--- src/rtl/par2ser_if.sv ---
// rtl/par2ser_if.sv - load handshake and serial beat bundle for par2ser
interface par2ser_if #(
  parameter int PW = 64,
  parameter int SW = 1
);
  logic [PW-1:0] din;
  logic          load;
  logic          ready;
  logic          lsbfirst;
  logic          en;
  logic [SW-1:0] dout;
  logic          shift;
  logic          first;
  logic          last;
  logic          busy;
  logic          order;

  modport master (
    output din, load, lsbfirst, en,
    input  ready, dout, shift, first, last, busy, order
  );

  modport slave (
    input  din, load, lsbfirst, en,
    output ready, dout, shift, first, last, busy, order
  );
endinterface

--- src/rtl/par2ser.sv ---
// rtl/par2ser.sv - parallel-to-serial shifter with valid/ready load and first/last framing
module par2ser #(
  parameter int PW = 64,
  parameter int SW = 1,
  parameter int CW = $clog2(PW / SW)
) (
  input  logic     clk,
  input  logic     reset,
  par2ser_if.slave bus
);
  localparam int NB   = PW / SW;
  localparam int CNTW = (CW < 1) ? 1 : CW;
  localparam logic [CNTW-1:0] LAST_CNT = CNTW'(NB - 1);

  typedef enum logic {
    IDLE  = 1'b0,
    SHIFT = 1'b1
  } state_t;

  state_t          state, state_n;
  logic [PW-1:0]   sreg, sreg_n;
  logic [PW-1:0]   sreg_msb_adv, sreg_lsb_adv;
  logic [CNTW-1:0] count, count_n;
  logic            order_q, order_n;
  logic            busy, shift, at_last, accept;

  // A single-beat word has nothing left to shift, so the advanced value is all zeros.
  generate
    if (NB == 1) begin : g_single_beat
      assign sreg_msb_adv = '0;
      assign sreg_lsb_adv = '0;
    end else begin : g_multi_beat
      assign sreg_msb_adv = {sreg[PW-SW-1:0], {SW{1'b0}}};
      assign sreg_lsb_adv = {{SW{1'b0}}, sreg[PW-1:SW]};
    end
  endgenerate

  always_ff @(posedge clk or posedge reset) begin
    if (reset) begin
      state   <= IDLE;
      sreg    <= '0;
      count   <= '0;
      order_q <= 1'b0;
    end else begin
      state   <= state_n;
      sreg    <= sreg_n;
      count   <= count_n;
      order_q <= order_n;
    end
  end

  always_comb begin
    state_n = state;
    sreg_n  = sreg;
    count_n = count;
    order_n = order_q;
    busy    = (state == SHIFT);
    shift   = busy & bus.en;
    at_last = shift & (count == LAST_CNT);
    accept  = bus.load & (~busy | at_last);

    case (state)
      IDLE:    if (accept) state_n = SHIFT;
      SHIFT:   if (at_last && !accept) state_n = IDLE;
      default: state_n = IDLE;
    endcase

    // A load taken on the last beat wins over that beat's shift update.
    if (accept) begin
      sreg_n  = bus.din;
      order_n = bus.lsbfirst;
      count_n = '0;
    end else if (shift) begin
      sreg_n  = order_q ? sreg_lsb_adv : sreg_msb_adv;
      count_n = at_last ? '0 : count + 1'b1;
    end
  end

  assign bus.ready = ~busy | at_last;
  assign bus.dout  = order_q ? sreg[SW-1:0] : sreg[PW-1:PW-SW];
  assign bus.shift = shift;
  assign bus.first = shift & (count == '0);
  assign bus.last  = at_last;
  assign bus.busy  = busy;
  assign bus.order = order_q;
endmodule
--- src/flat_wrapper.sv ---
// flat-port wrapper written by rule: the top's interface ports become plain ports
module par2ser_flat 
#(
  parameter int PW = 64,
  parameter int SW = 1,
  parameter int CW = $clog2(PW / SW)
)
  (clk, reset, bus_din, bus_load, bus_lsbfirst, bus_en, bus_ready, bus_dout, bus_shift, bus_first, bus_last, bus_busy, bus_order);
  par2ser_if #(.PW(PW), .SW(SW)) bus_i ();
  input  logic clk;
  input  logic reset;
  input wire logic [$bits(bus_i.din)-1:0] bus_din;
  input wire logic [$bits(bus_i.load)-1:0] bus_load;
  input wire logic [$bits(bus_i.lsbfirst)-1:0] bus_lsbfirst;
  input wire logic [$bits(bus_i.en)-1:0] bus_en;
  output wire logic [$bits(bus_i.ready)-1:0] bus_ready;
  output wire logic [$bits(bus_i.dout)-1:0] bus_dout;
  output wire logic [$bits(bus_i.shift)-1:0] bus_shift;
  output wire logic [$bits(bus_i.first)-1:0] bus_first;
  output wire logic [$bits(bus_i.last)-1:0] bus_last;
  output wire logic [$bits(bus_i.busy)-1:0] bus_busy;
  output wire logic [$bits(bus_i.order)-1:0] bus_order;
  assign bus_i.din = bus_din;
  assign bus_i.load = bus_load;
  assign bus_i.lsbfirst = bus_lsbfirst;
  assign bus_i.en = bus_en;
  assign bus_ready = bus_i.ready;
  assign bus_dout = bus_i.dout;
  assign bus_shift = bus_i.shift;
  assign bus_first = bus_i.first;
  assign bus_last = bus_i.last;
  assign bus_busy = bus_i.busy;
  assign bus_order = bus_i.order;
  par2ser #(.PW(PW), .SW(SW), .CW(CW)) u_core (.clk(clk), .reset(reset), .bus(bus_i));
endmodule
--- config.mk ---
export PLATFORM = sky130hd
export DESIGN_NAME = par2ser_flat
export DESIGN_NICKNAME = d
export VERILOG_FILES = /design/src/rtl/par2ser_if.sv /design/src/rtl/par2ser.sv /design/src/flat_wrapper.sv
export SDC_FILE = /design/constraint.sdc
export NUM_CORES = 1
export LEC_CHECK = 0
export ABC_AREA = 1
export BUFFER_PORTS_ARGS = -buffer_cell sky130_fd_sc_hd__clkbuf_2
export CAP_MARGIN = 20
export CORE_ASPECT_RATIO = 0.8
export CORE_UTILIZATION = 35
export CTS_BUF_LIST = sky130_fd_sc_hd__clkbuf_2
export DETAILED_ROUTE_END_ITERATION = 16
export PLACE_DENSITY = 0.57
export SLEW_MARGIN = 40
export SYNTH_ARGS = -nofsm -noshare
export SYNTH_HDL_FRONTEND = slang
export SYNTH_SLANG_ARGS = --single-unit
--- constraint.sdc ---
create_clock -name clk -period 2.5 [get_ports clk]
set_clock_uncertainty 0.1 [all_clocks]
set_input_delay 0 -clock clk [delete_from_list [all_inputs] [get_ports clk]]
set_output_delay 0 -clock clk [all_outputs]
set_load 0.02 [all_outputs]
# --- After elaboration in Yosys (flattened, before gate mapping) ---
# Cells that the tools add are included.
op_classes:
  reduce_logical: 4
  n_mux: 10
  n_eq_ne: 1
  bitwise_logic: 6
  addsub: 1
ops:
  columns: ["cell", "n"]
  rows:
  - ["$mux 64", 3]
  - ["$mux 6", 3]
  - ["$add 6x1->6 const B", 1]
  - ["$eq 6x6->1 const B", 1]
  - ["$logic_not 6->1", 1]
  - ["$and 1x1->1", 4]
  - ["$mux 1", 3]
  - ["$pmux 1 s2", 1]
  - ["$reduce_bool 2->1", 1]
  - ["$logic_and 1x1->1", 1]
  - ["$logic_not 1->1", 1]
  - ["$not 1->1", 1]
  - ["$or 1x1->1", 1]
word_totals:
  register_bits: 72
  word_cells: 26
  out_inout_bits: 7
  in_bits: 69

# --- Longest topological paths before layout ---
# Gate-level depths: netlist (run 1).
depth:
  word_depth: 8
  ltp_mapped: 11
  mapped_depth_nobuf: 9

# --- Worst setup path before layout (run 1) ---
# OpenSTA, ideal clock, no wires.
synth_timing:
  kind: "register to register"
  startpoint: "reg u_core.state, in the netlist u_core.bus.busy"
  endpoint: "reg u_core.sreg[17]"
  setup_slack_ns: 0.815
  required_time_ns: 2.334
  t_arrival_ns: 1.519
  period_less_slack_ns: 1.685
  setup_time_ns: 0.066
  path_buffers: 2
  path_stages_with_launch: 8
  path_cell_list: "dfrtp_1 nand2_1 inv_1 nor2_2 buf_4 clkbuf_1 nand2_1 nand2_1"
synth_via:
  elab_chain_cells: 5
  elab_cells_between_ends: 7
  cone_classes: "mux (1); bitwise (5); reduce/logical (1)"
synth_rtl:
  columns: ["item", "line_no", "source"]
  rows:
  - ["start, declared", "par2ser.sv:20", "state_t state, state_n;"]
  - ["start signal, assigned", "par2ser.sv:45", "state <= state_n;"]
  - ["$and 1x1->1 *", "par2ser.sv:58", "shift = busy & bus.en;"]
  - ["named net bus_shift", "flat_wrapper.sv:18", "output wire logic [$bits(bus_i.shift)-1:0] bus_shift;"]
  - ["$and 1x1->1", "par2ser.sv:59", "at_last = shift & (count == LAST_CNT);"]
  - ["$or 1x1->1", "par2ser.sv:60", "accept = bus.load & (~busy | at_last);"]
  - ["$and 1x1->1", "par2ser.sv:60", null]
  - ["$mux 64 or $reduce_bool 2->1 (tied branches)", null, null]
  - ["end signal, assigned", "par2ser.sv:46", "sreg <= sreg_n;"]
  - ["end, declared", "par2ser.sv:21", "logic [PW-1:0] sreg, sreg_n;"]
# Mark *: on every way through the listed nets, which the timed path passes. The rest lies on a longest branch.
# A chain may end at the register's enable or synchronous reset.

# --- Final worst setup path (run 1) ---
layout_timing:
  startpoint: "reg u_core.count[1]"
  endpoint: "out bus_ready"
layout_via:
  elab_chain_cells: 3
layout_rtl:
  columns: ["item", "line_no", "source"]
  rows:
  - ["start, declared", "par2ser.sv:23", "logic [CNTW-1:0] count, count_n;"]
  - ["start signal, assigned", "par2ser.sv:47", "count <= count_n;"]
  - ["$eq 6x6->1", "par2ser.sv:59", null]
  - ["$and 1x1->1", "par2ser.sv:59", null]
  - ["$or 1x1->1", "par2ser.sv:79", "assign bus.ready = ~busy | at_last;"]
  - ["end, declared", "flat_wrapper.sv:16", "output wire logic [$bits(bus_i.ready)-1:0] bus_ready;"]
# No other way between the ends.

==> flow_metrics.env, run 1 <==
export IMPL_outcome="completed"
export IMPL_fin_util_pct=47.5
export IMPL_clkSinkCount=72
export IMPL_regArea_um2=1810
export IMPL_ys_seq_elements=72
export IMPL_worstSetupEndpoint="bus_ready"
export IMPL_synth_top_family_by_area="simple AND/OR/NAND/NOR gates"
export IMPL_slowest_stage="dfrtp_1"
export IMPL_fin_hold_ws_ns=0.207
export IMPL_yosysTopAreaCellShare_pct=39.8
export IMPL_die_y_um=104
export IMPL_hold_path_class="in2reg"
export IMPL_regToRegStartpoint="u_core.bus.busy"
export IMPL_layout_commonest_cell="nand2_1"
export IMPL_cts_tree="done"
export IMPL_drc=0
export IMPL_synth_warnings=0
export IMPL_finalHoldViolations=0
export IMPL_yosysSeqAreaShare_pct=39.8
export IMPL_postRouteAntennaNets=0
export IMPL_cts_max_path_buffers=2
export IMPL_ios=76
export IMPL_insertion_delay_ns=0.50
export IMPL_hpwl_um=7010
export IMPL_synthMuxAreaShare_pct=12.6
export IMPL_rr_worst_depth=6
export IMPL_vdd_drop_max_mv=0.269
export IMPL_tns_ns=0
export IMPL_mostFrequentLayoutCells="nand2_1, nand3_1, clkbuf_2"
export IMPL_power_leakage_nw=3.61
export IMPL_die_area_um2=13400
export IMPL_synthAdderAreaFrac_pct=0.553
export IMPL_path_buf_inv=2
export IMPL_grt_pass1_vias=4261
export IMPL_grt_use_total_pct=18.3
export IMPL_cts_setup_buffers=0
export IMPL_path_depth=7
export IMPL_syn_area_um2=4520
export IMPL_antennaDiodeCount=0
export IMPL_rows=36
export IMPL_cellPowerDensity_nw_per_um2=799
export IMPL_synth_cell_types=20
export IMPL_port_buffer_count=75
export IMPL_path_delay_family="simple AND/OR/NAND/NOR gates"
export IMPL_r2r_end="u_core.sreg[48]"
export IMPL_coreArea_um2=12400
export IMPL_worst_pin_slew_ns=0.731
export IMPL_cp_cell_sequence="ha_1 > nand2_1 > nor2_1 > nand2_1 > nand2_4 > buf_4 > clkbuf_2"
export IMPL_synth_simple_area_share_pct=34.0
export IMPL_fin_crit_ns=2.30
export IMPL_crit_fanout=18
export IMPL_yosys_area_top_type="dfrtp_1"
export IMPL_cp_startpoint="u_core.count[1]"
export IMPL_clock_fmax_mhz=434
export IMPL_cts_root_buf="clkbuf_2"
export IMPL_worst_setup_path_start_kind="flop"
export IMPL_dr_pass1_iters=4
export IMPL_crit_top_cell="nand2_1"
export IMPL_vias=4402
export IMPL_synth_compound_area_share_pct=1.22
export IMPL_ys_top_cells_by_area="dfrtp_1, nand2_1, nand3_1, mux2i_1, inv_1"
export IMPL_use_met2_pct=31.1
export IMPL_gp_congestion=0.785
export IMPL_syn_to_final_growth_pct=30.0
export IMPL_synth_cells=627
export IMPL_setup_worst_path_end_class="output port"
export IMPL_grt_busiest_layer="met2"
export IMPL_finalCritPeriodShare_pct=92.2
export IMPL_syn_nets=698
export IMPL_initial_core_util_pct=36.5
export IMPL_syn_area_per_cell_um2=7.22
export IMPL_fillers=1244
export IMPL_dp_slack_ns=0.517
export IMPL_overflow=0
export IMPL_antenna_found_initial=0
export IMPL_die_x_um=129
export IMPL_grt_util_met3_pct=3.46
export IMPL_wire_per_inst_um=12.5
export IMPL_instances_no_fill=926
export IMPL_maxSlewHeadroom_pct=51.3
export IMPL_clkTransAtPathRegs_ns=0.20
export IMPL_whs_path_depth=4
export IMPL_crit_arrival_ns=2.20
export IMPL_drive_gt1_share_pct=14.3
export IMPL_max_stage_delay_ns=0.43
export IMPL_cts_buffers=9
export IMPL_grt_max_degree=69
export IMPL_grt_first_pass_wirelength_um=19800
export IMPL_dp_cells=841
export IMPL_synth_xor_area_share_pct=0
export IMPL_met1_usage_pct=23.6
export IMPL_viasPerCell=4.75
export IMPL_multi_input_area_um2=2200
export IMPL_setup_slack_ns=0.195
export IMPL_critPathRequiredTime_ns=2.40
export IMPL_regToRegSetupSlack_ns=0.49
export IMPL_finalMaxSlewViolations=0
export IMPL_setup_viol=0
export IMPL_h_tree_depth=3
export IMPL_layout_nets=821
export IMPL_finalWirelength_um=11600
export IMPL_max_cap_violations=0
export IMPL_crit_type="reg2out"
export IMPL_drt_initial_drc_count=261
tightest hold or removal path, stage by stage:
cell,delay [ns]
dlygate4sd3_1,0.53
clkbuf_2,0.13
inv_1,0.06
nand2_1,0.06
synth_stat cells, drive strengths merged:
cell type and count:
a21oi 3, nand2 212, buf 22, nand4 1
clkbuf 21, ha 2, nand3 132, nor3 5
nor4 1, nor2 10, mux2i 57, dfrtp 72
o21ai 8, inv 81
state kept, by name, summed over array words and instances, names as in the netlist:
signal	count
u_core.sreg	64
u_core.count	6
u_core.bus.busy	1
u_core.bus.order	1
cell type report:
cell class	count	share of cell area, %
Tap cell	171	3.64
Clock inverter	6	1.83
Clock buffer	10	0.851
Multi-Input combinational cell	431	37.4
Timing Repair Buffer	155	20.4
Inverter	81	5.17
Sequential cell	72	30.7
worst min-delay path by stage:
stage / start / to / slack [ns]
final: bus_load / u_core.bus.busy / 0.21
after global routing: bus_load / u_core.bus.busy / 0.19
after CTS: bus_load / u_core.bus.busy / 0.13
after detailed placement: reset / u_core.sreg[45] / 0.02
after global placement: reset / u_core.sreg[47] / 0.02
after floorplan: bus_load / u_core.bus.busy / 0.01
power breakdown:
group          leakage (nW)  internal [mW]  switching (mW)
Clock                0.0919          0.432           0.424
Sequential            0.949           1.62           0.508
Combinational          2.57          0.855           0.862
Total                  3.61           2.90            1.79
stage by stage:
step,cell area (um2),total power [mW]
after CTS,5870,4.73
final,5880,4.70
after global routing,5880,5.09
after detailed placement,5030,3.78
after global placement,5030,3.72
after floorplan,4520,3.36
logic make-up (layout without fill, tap and decap cells):
kind of cell,Yosys count,in the layout
DFF,72,72
buffers and inverters,124,252
muxes,57,57
AOI/OAI and AO/OA,11,11
adders and majority gates,2,2
and+or+nand+nor,361,361
layer usage:
metal,part of all wire [%],routed length (um),vias up
met2,49,5640,99
met5,0,0,-
met3,3.6,415,6
li1,-,-,2229
met1,47,5460,2068
met4,0.85,99,0
what timing repair did:
item | CTS | global route
setup endpoints to repair | 0 | 1
resized for setup | 0 | 1
endpoints found under the hold margin | 141 | 0
hold buffers | 69 | 0
Note: power is estimated with default switching activity, not from simulation.
==> run 2: changes to the inputs <==
- GPL_TIMING_DRIVEN: not set -> 0
- RECOVER_POWER: not set -> 25
==> flow_metrics.env, run 2 (synthesis gave the netlist of run 1 again) <==
export IMPL_fin_hold_ws_ns=0.221
export IMPL_syn_to_final_growth_pct=31.4
export IMPL_worst_setup_path_start_kind="primary input"
export IMPL_fin_crit_ns=2.15
export IMPL_crit_fanout=49
export IMPL_ios=76
export IMPL_crit_arrival_ns=2.64
export IMPL_switching_share_pct=39.3
export IMPL_insertion_delay_ns=0.51
export IMPL_initial_core_util_pct=36.5
export IMPL_reg_top3="u_core.sreg (64), u_core.count (6)"
export IMPL_drc=0
export IMPL_power_internal_mw=2.81
export IMPL_cts_resized=0
export IMPL_max_stage_delay_ns=0.76
export IMPL_rr_worst_depth=10
export IMPL_worst_pin_slew_ns=1.14
export IMPL_finalCritPeriodShare_pct=86.0
export IMPL_mostFrequentLayoutCells="nand2_1, nand3_1, clkbuf_2"
export IMPL_dp_slack_ns=0.523
export IMPL_finalHoldViolations=0
export IMPL_regToRegSetupSlack_ns=0.52
export IMPL_cts_buffers=9
export IMPL_p_comb_share_pct=40.8
export IMPL_path_delay_family="buffers and inverters"
export IMPL_port_buffer_count=75
export IMPL_crit_type="in2async"
export IMPL_regToRegStartpoint="u_core.count[0]"
export IMPL_clkTransAtPathRegs_ns=0.19
export IMPL_clock_fmax_mhz=465
export IMPL_layout_commonest_cell="nand2_1"
export IMPL_cellPowerDensity_nw_per_um2=779
export IMPL_critPathRequiredTime_ns=3.00
export IMPL_r2r_end="u_core.sreg[9]"
export IMPL_setup_viol=0
export IMPL_viasPerCell=4.70
export IMPL_grt_use_total_pct=19.3
export IMPL_drt_initial_drc_count=313
export IMPL_fillers=1217
export IMPL_grt_first_pass_wirelength_um=20800
export IMPL_crit_top_cell="dlygate4sd3_1"
export IMPL_fin_total_pwr_mw=4.63
export IMPL_clkPwrFrac_pct=16.3
export IMPL_overflow=0
export IMPL_power_leakage_nw=3.65
export IMPL_cp_cell_sequence="dlygate4sd3_1 > clkbuf_2 > dlygate4sd3_1 > clkinvlp_2 > clkbuf_4"
export IMPL_clkSinkCount=72
export IMPL_grt_pass1_vias=4563
export IMPL_cts_max_path_buffers=2
export IMPL_slowest_stage="clkbuf_4"
export IMPL_grt_max_degree=50
export IMPL_path_buf_inv=5
export IMPL_rows=36
export IMPL_regMostFlops="u_core.sreg"
export IMPL_vdd_drop_max_mv=0.349
export IMPL_max_cap_violations=0
export IMPL_whs_path_depth=4
export IMPL_coreArea_um2=12400
export IMPL_wire_per_inst_um=12.5
export IMPL_maxSlewHeadroom_pct=23.8
export IMPL_cp_startpoint="reset"
export IMPL_hold_path_class="in2reg"
export IMPL_h_tree_depth=3
export IMPL_die_x_um=129
export IMPL_vias=4511
export IMPL_die_y_um=104
export IMPL_cts_tree="done"
export IMPL_antenna_found_initial=0
export IMPL_cts_root_buf="clkbuf_2"
export IMPL_postRouteAntennaNets=0
export IMPL_setup_worst_path_end_class="async pin"
export IMPL_dr_pass1_iters=5
export IMPL_rsz0062_at_grt="no"
export IMPL_finalWirelength_um=12000
export IMPL_outcome="completed"
export IMPL_seqPwrFrac_pct=42.9
export IMPL_drive_gt1_share_pct=14.7
export IMPL_path_depth=5
export IMPL_setup_slack_ns=0.351
export IMPL_largest_reg_flops=64
export IMPL_finalMaxSlewViolations=0
export IMPL_p_sw_mw=1.82
export IMPL_die_area_um2=13400
export IMPL_hpwl_um=8330
export IMPL_layout_nets=854
export IMPL_gp_congestion=0.772
export IMPL_antennaDiodeCount=0
export IMPL_cts_setup_buffers=0
export IMPL_holdPathEnd="u_core.bus.busy"
export IMPL_hold_path_startpoint="bus_load"
[run 2: cell types whose count changed in the layout (fill, tap and decap cells not counted), sizes merged]
cell	delta
clkbuf	+22
bufinv	-1
buf	+11
inv	-1
clkinvlp	+2
[run 2: final cells by class]
| class | count | area (um2) | area share, % |
|---|---|---|---|
| timing repair buffer | 145 | 1070 | 18.1 |
| tap | 171 | 214 | 3.60 |
| inverter | 81 | 305 | 5.13 |
| clock inverter | 6 | 83.8 | 1.41 |
| sequential | 72 | 1800 | 30.3 |
| clock buffer | 10 | 50.0 | 0.842 |
| multi-input combinational | 431 | 2190 | 36.8 |
| buffer | 43 | 229 | 3.85 |
[run 2: worst max-delay path by stage]
stage / slack [ns] / to
global placement: -0.48 / u_core.sreg[12]
CTS: 0.33 / bus_ready
finish: 0.35 / u_core.sreg[8]
floorplan: 0.58 / u_core.bus.busy
detailed placement: 0.52 / u_core.sreg[9]
global route: 0.09 / u_core.bus.busy
[run 2: layer usage]
| layer | track usage, % | vias to the layer above | wire length (um) |
|---|---|---|---|
| met5 | 0 | - | 0 |
| met4 | 6.55 | 0 | 127 |
| met3 | 3.20 | 10 | 414 |
| met2 | 31.9 | 88 | 5710 |
| met1 | 25.2 | 2108 | 5740 |
| li1 | - | 2305 | - |
[run 2: power groups by stage]
stage          logic, mW  registers (mW)  clock network (mW)
3_5_place_dp        1.82            2.01                   0
6_report            1.89            1.99               0.755
3_3_place_gp        1.76            2.00                   0
2_1_floorplan       1.46            1.90                   0
4_1_cts             1.91            1.98               0.790
5_1_grt             2.18            2.05               0.827
[run 2: worst reg2reg max path, delay by kind of cell, from the launching register on]
family        cells  cell delay [ns]
fa+ha+maj         1             0.24
buf+inv           1             0.39
flops             1             0.44
simple gates      8             0.73
[run 2: stage by stage]
| step | cells | util (%) | setup TNS (ns) | cell area (um2) |
|---|---|---|---|---|
| 6_report | 959 | 48.0 | 0 | 5950 |
| 3_5_place_dp | 874 | 41.5 | 0 | 5150 |
| 4_1_cts | 959 | 48.2 | 0 | 5970 |
| 2_1_floorplan | 627 | - | 0 | 4520 |
| 5_1_grt | 959 | 48.0 | 0 | 5950 |
| 3_3_place_gp | 873 | 41.3 | -34.29 | 5110 |
[run 2: repair_timing]
item	4_1_cts	5_1_grt
hold buffers	69	0
endpoints found under the hold margin	143	0
endpoints found under the setup margin	0	0
==> run 3: changes to the inputs <==
- BUFFER_PORTS_ARGS: -buffer_cell sky130_fd_sc_hd__clkbuf_2 -> -buffer_cell sky130_fd_sc_hd__buf_4
- PLACE_DENSITY: 0.57 -> not set
==> flow_metrics.env, run 3 (synthesis gave the netlist of run 1 again) <==
export IMPL_outcome="completed"
export IMPL_overflow=0
export IMPL_initial_core_util_pct=36.5
export IMPL_hold_path_startpoint="bus_lsbfirst"
export IMPL_rsz0062_at_grt="no"
export IMPL_h_tree_depth=3
export IMPL_cts_tree="done"
export IMPL_gp_congestion=0.818
export IMPL_dp_cells=874
export IMPL_cts_root_buf="clkbuf_2"
export IMPL_cts_buffers=9
export IMPL_die_area_um2=13400
export IMPL_largest_reg_flops=64
export IMPL_regMostFlops="u_core.sreg"
export IMPL_wire_per_inst_um=12.5
export IMPL_vias=4508
export IMPL_clock_fmax_mhz=443
export IMPL_antenna_found_initial=0
export IMPL_worst_pin_slew_ns=0.824
export IMPL_regToRegStartpoint="u_core.count[1]"
export IMPL_multi_input_area_um2=2190
export IMPL_clkTransAtPathRegs_ns=0.20
export IMPL_regArea_um2=1800
export IMPL_ios=76
export IMPL_cts_setup_buffers=0
export IMPL_mostFrequentLayoutCells="nand2_1, nand3_1, buf_4"
export IMPL_syn_to_final_growth_pct=35.3
export IMPL_grt_max_degree=59
export IMPL_crit_arrival_ns=2.60
export IMPL_grt_first_pass_wirelength_um=19900
export IMPL_drt_initial_drc_count=260
export IMPL_finalWirelength_um=12000
export IMPL_fin_crit_ns=2.26
export IMPL_hold_path_class="in2reg"
export IMPL_drc=0
export IMPL_dr_pass1_iters=5
export IMPL_whs_path_depth=4
export IMPL_met1_usage_pct=25.3
export IMPL_setup_slack_ns=0.240
export IMPL_worst_setup_path_start_kind="flop"
export IMPL_insertion_delay_ns=0.53
export IMPL_viasPerCell=4.69
export IMPL_grt_pass1_vias=4360
export IMPL_maxSlewHeadroom_pct=45.1
export IMPL_layout_commonest_cell="nand2_1"
export IMPL_coreArea_um2=12400
export IMPL_hpwl_um=8190
export IMPL_antennaDiodeCount=0
export IMPL_fin_util_pct=49.4
export IMPL_cp_startpoint="u_core.count[1]"
export IMPL_drive_gt1_share_pct=14.6
export IMPL_crit_fanout=10
export IMPL_port_buffer_count=75
export IMPL_crit_type="reg2reg"
export IMPL_setup_worst_path_end_class="flop"
export IMPL_vdd_drop_max_mv=0.301
export IMPL_clkSinkCount=72
export IMPL_layout_nets=856
export IMPL_finalHoldViolations=0
export IMPL_setup_viol=0
export IMPL_reg_top3="u_core.sreg (64), u_core.count (6)"
export IMPL_rows=36
export IMPL_fillers=1224
export IMPL_grt_busiest_layer="met2"
export IMPL_dp_slack_ns=0.513
export IMPL_instances_no_fill=961
export IMPL_finalMaxSlewViolations=0
export IMPL_use_met2_pct=29.5
export IMPL_critPathRequiredTime_ns=2.84
export IMPL_cellPowerDensity_nw_per_um2=748
export IMPL_max_cap_violations=0
export IMPL_rr_worst_depth=10
export IMPL_finalCritPeriodShare_pct=90.4
export IMPL_die_x_um=129
export IMPL_cts_max_path_buffers=2
export IMPL_die_y_um=104
export IMPL_power_leakage_nw=3.70
export IMPL_grt_use_total_pct=18.7
export IMPL_tns_ns=0
export IMPL_grt_util_met3_pct=4.39
export IMPL_postRouteAntennaNets=0
-- run 3: changes by cell type in the layout (fill, tap and decap cells not counted), sizes merged --
cell         previous run  this run
dlygate4sd3            69        71
bufinv                  2         1
clkinvlp                3         1
clkinv                  2         4
buf                    22        96
clkbuf                107        34
-- run 3: layout make-up --
cell class / count / area share [%]
plain buffers: 43 / 3.74
clock buffers: 11 / 0.899
clock inverters: 5 / 0.776
inverters: 81 / 4.99
multi-input cells: 431 / 35.8
flip-flops and latches: 72 / 29.4
well taps: 171 / 3.49
repair buffers: 147 / 20.9
-- run 3: final timing paths --
path,endpoint,slack (ns)
min,u_core.bus.order,0.18
max in group asynchronous,u_core.sreg[59],0.47
max reg2reg,u_core.sreg[3],0.24
min in group asynchronous,u_core.sreg[46],0.54
max,u_core.sreg[3],0.24
min reg2reg,u_core.sreg[63],0.41
-- run 3: report_power, final --
group	total [mW]	leakage, nW	switching [mW]	internal (mW)
Sequential	1.99	0.949	0.381	1.61
Combinational	1.94	2.68	1.01	0.929
Clock	0.649	0.0708	0.419	0.230
-- run 3: per-stage QoR --
stage                     instance area (um2)  hold slack (ns)  total power, mW
after global routing                     6120            0.118             4.97
final                                    6120            0.176             4.58
after global placement                   5300            0.168             3.78
after detailed placement                 5330           -0.163             3.85
after floorplan                          4520           0.0112             3.36
after CTS                                6150            0.130             4.61
-- run 3: timing repair --
| item | 4_1_cts | 5_1_grt |
|---|---|---|
| hold buffers | 71 | 0 |
| resized for setup | 0 | 0 |
| hold endpoints to repair | 143 | 0 |
-- run 3: worst max-delay path, stage by stage, from the launching register on --
cell	delay, ns
dfrtp_1	0.43
ha_1	0.22
nand2_1	0.06
nor2_1	0.12
nand2_1	0.14
nand2_2	0.13
buf_4	0.19
nand3_1	0.09
nand3_1	0.11
nand2_1	0.05
dlygate4sd3_1	0.54
-- run 3: routing by layer --
layer | wire (um) | share of wire [%]
met1 | 5880 | 49
met3 | 452 | 3.8
met5 | 0 | 0
met2 | 5530 | 46
met4 | 151 | 1.3
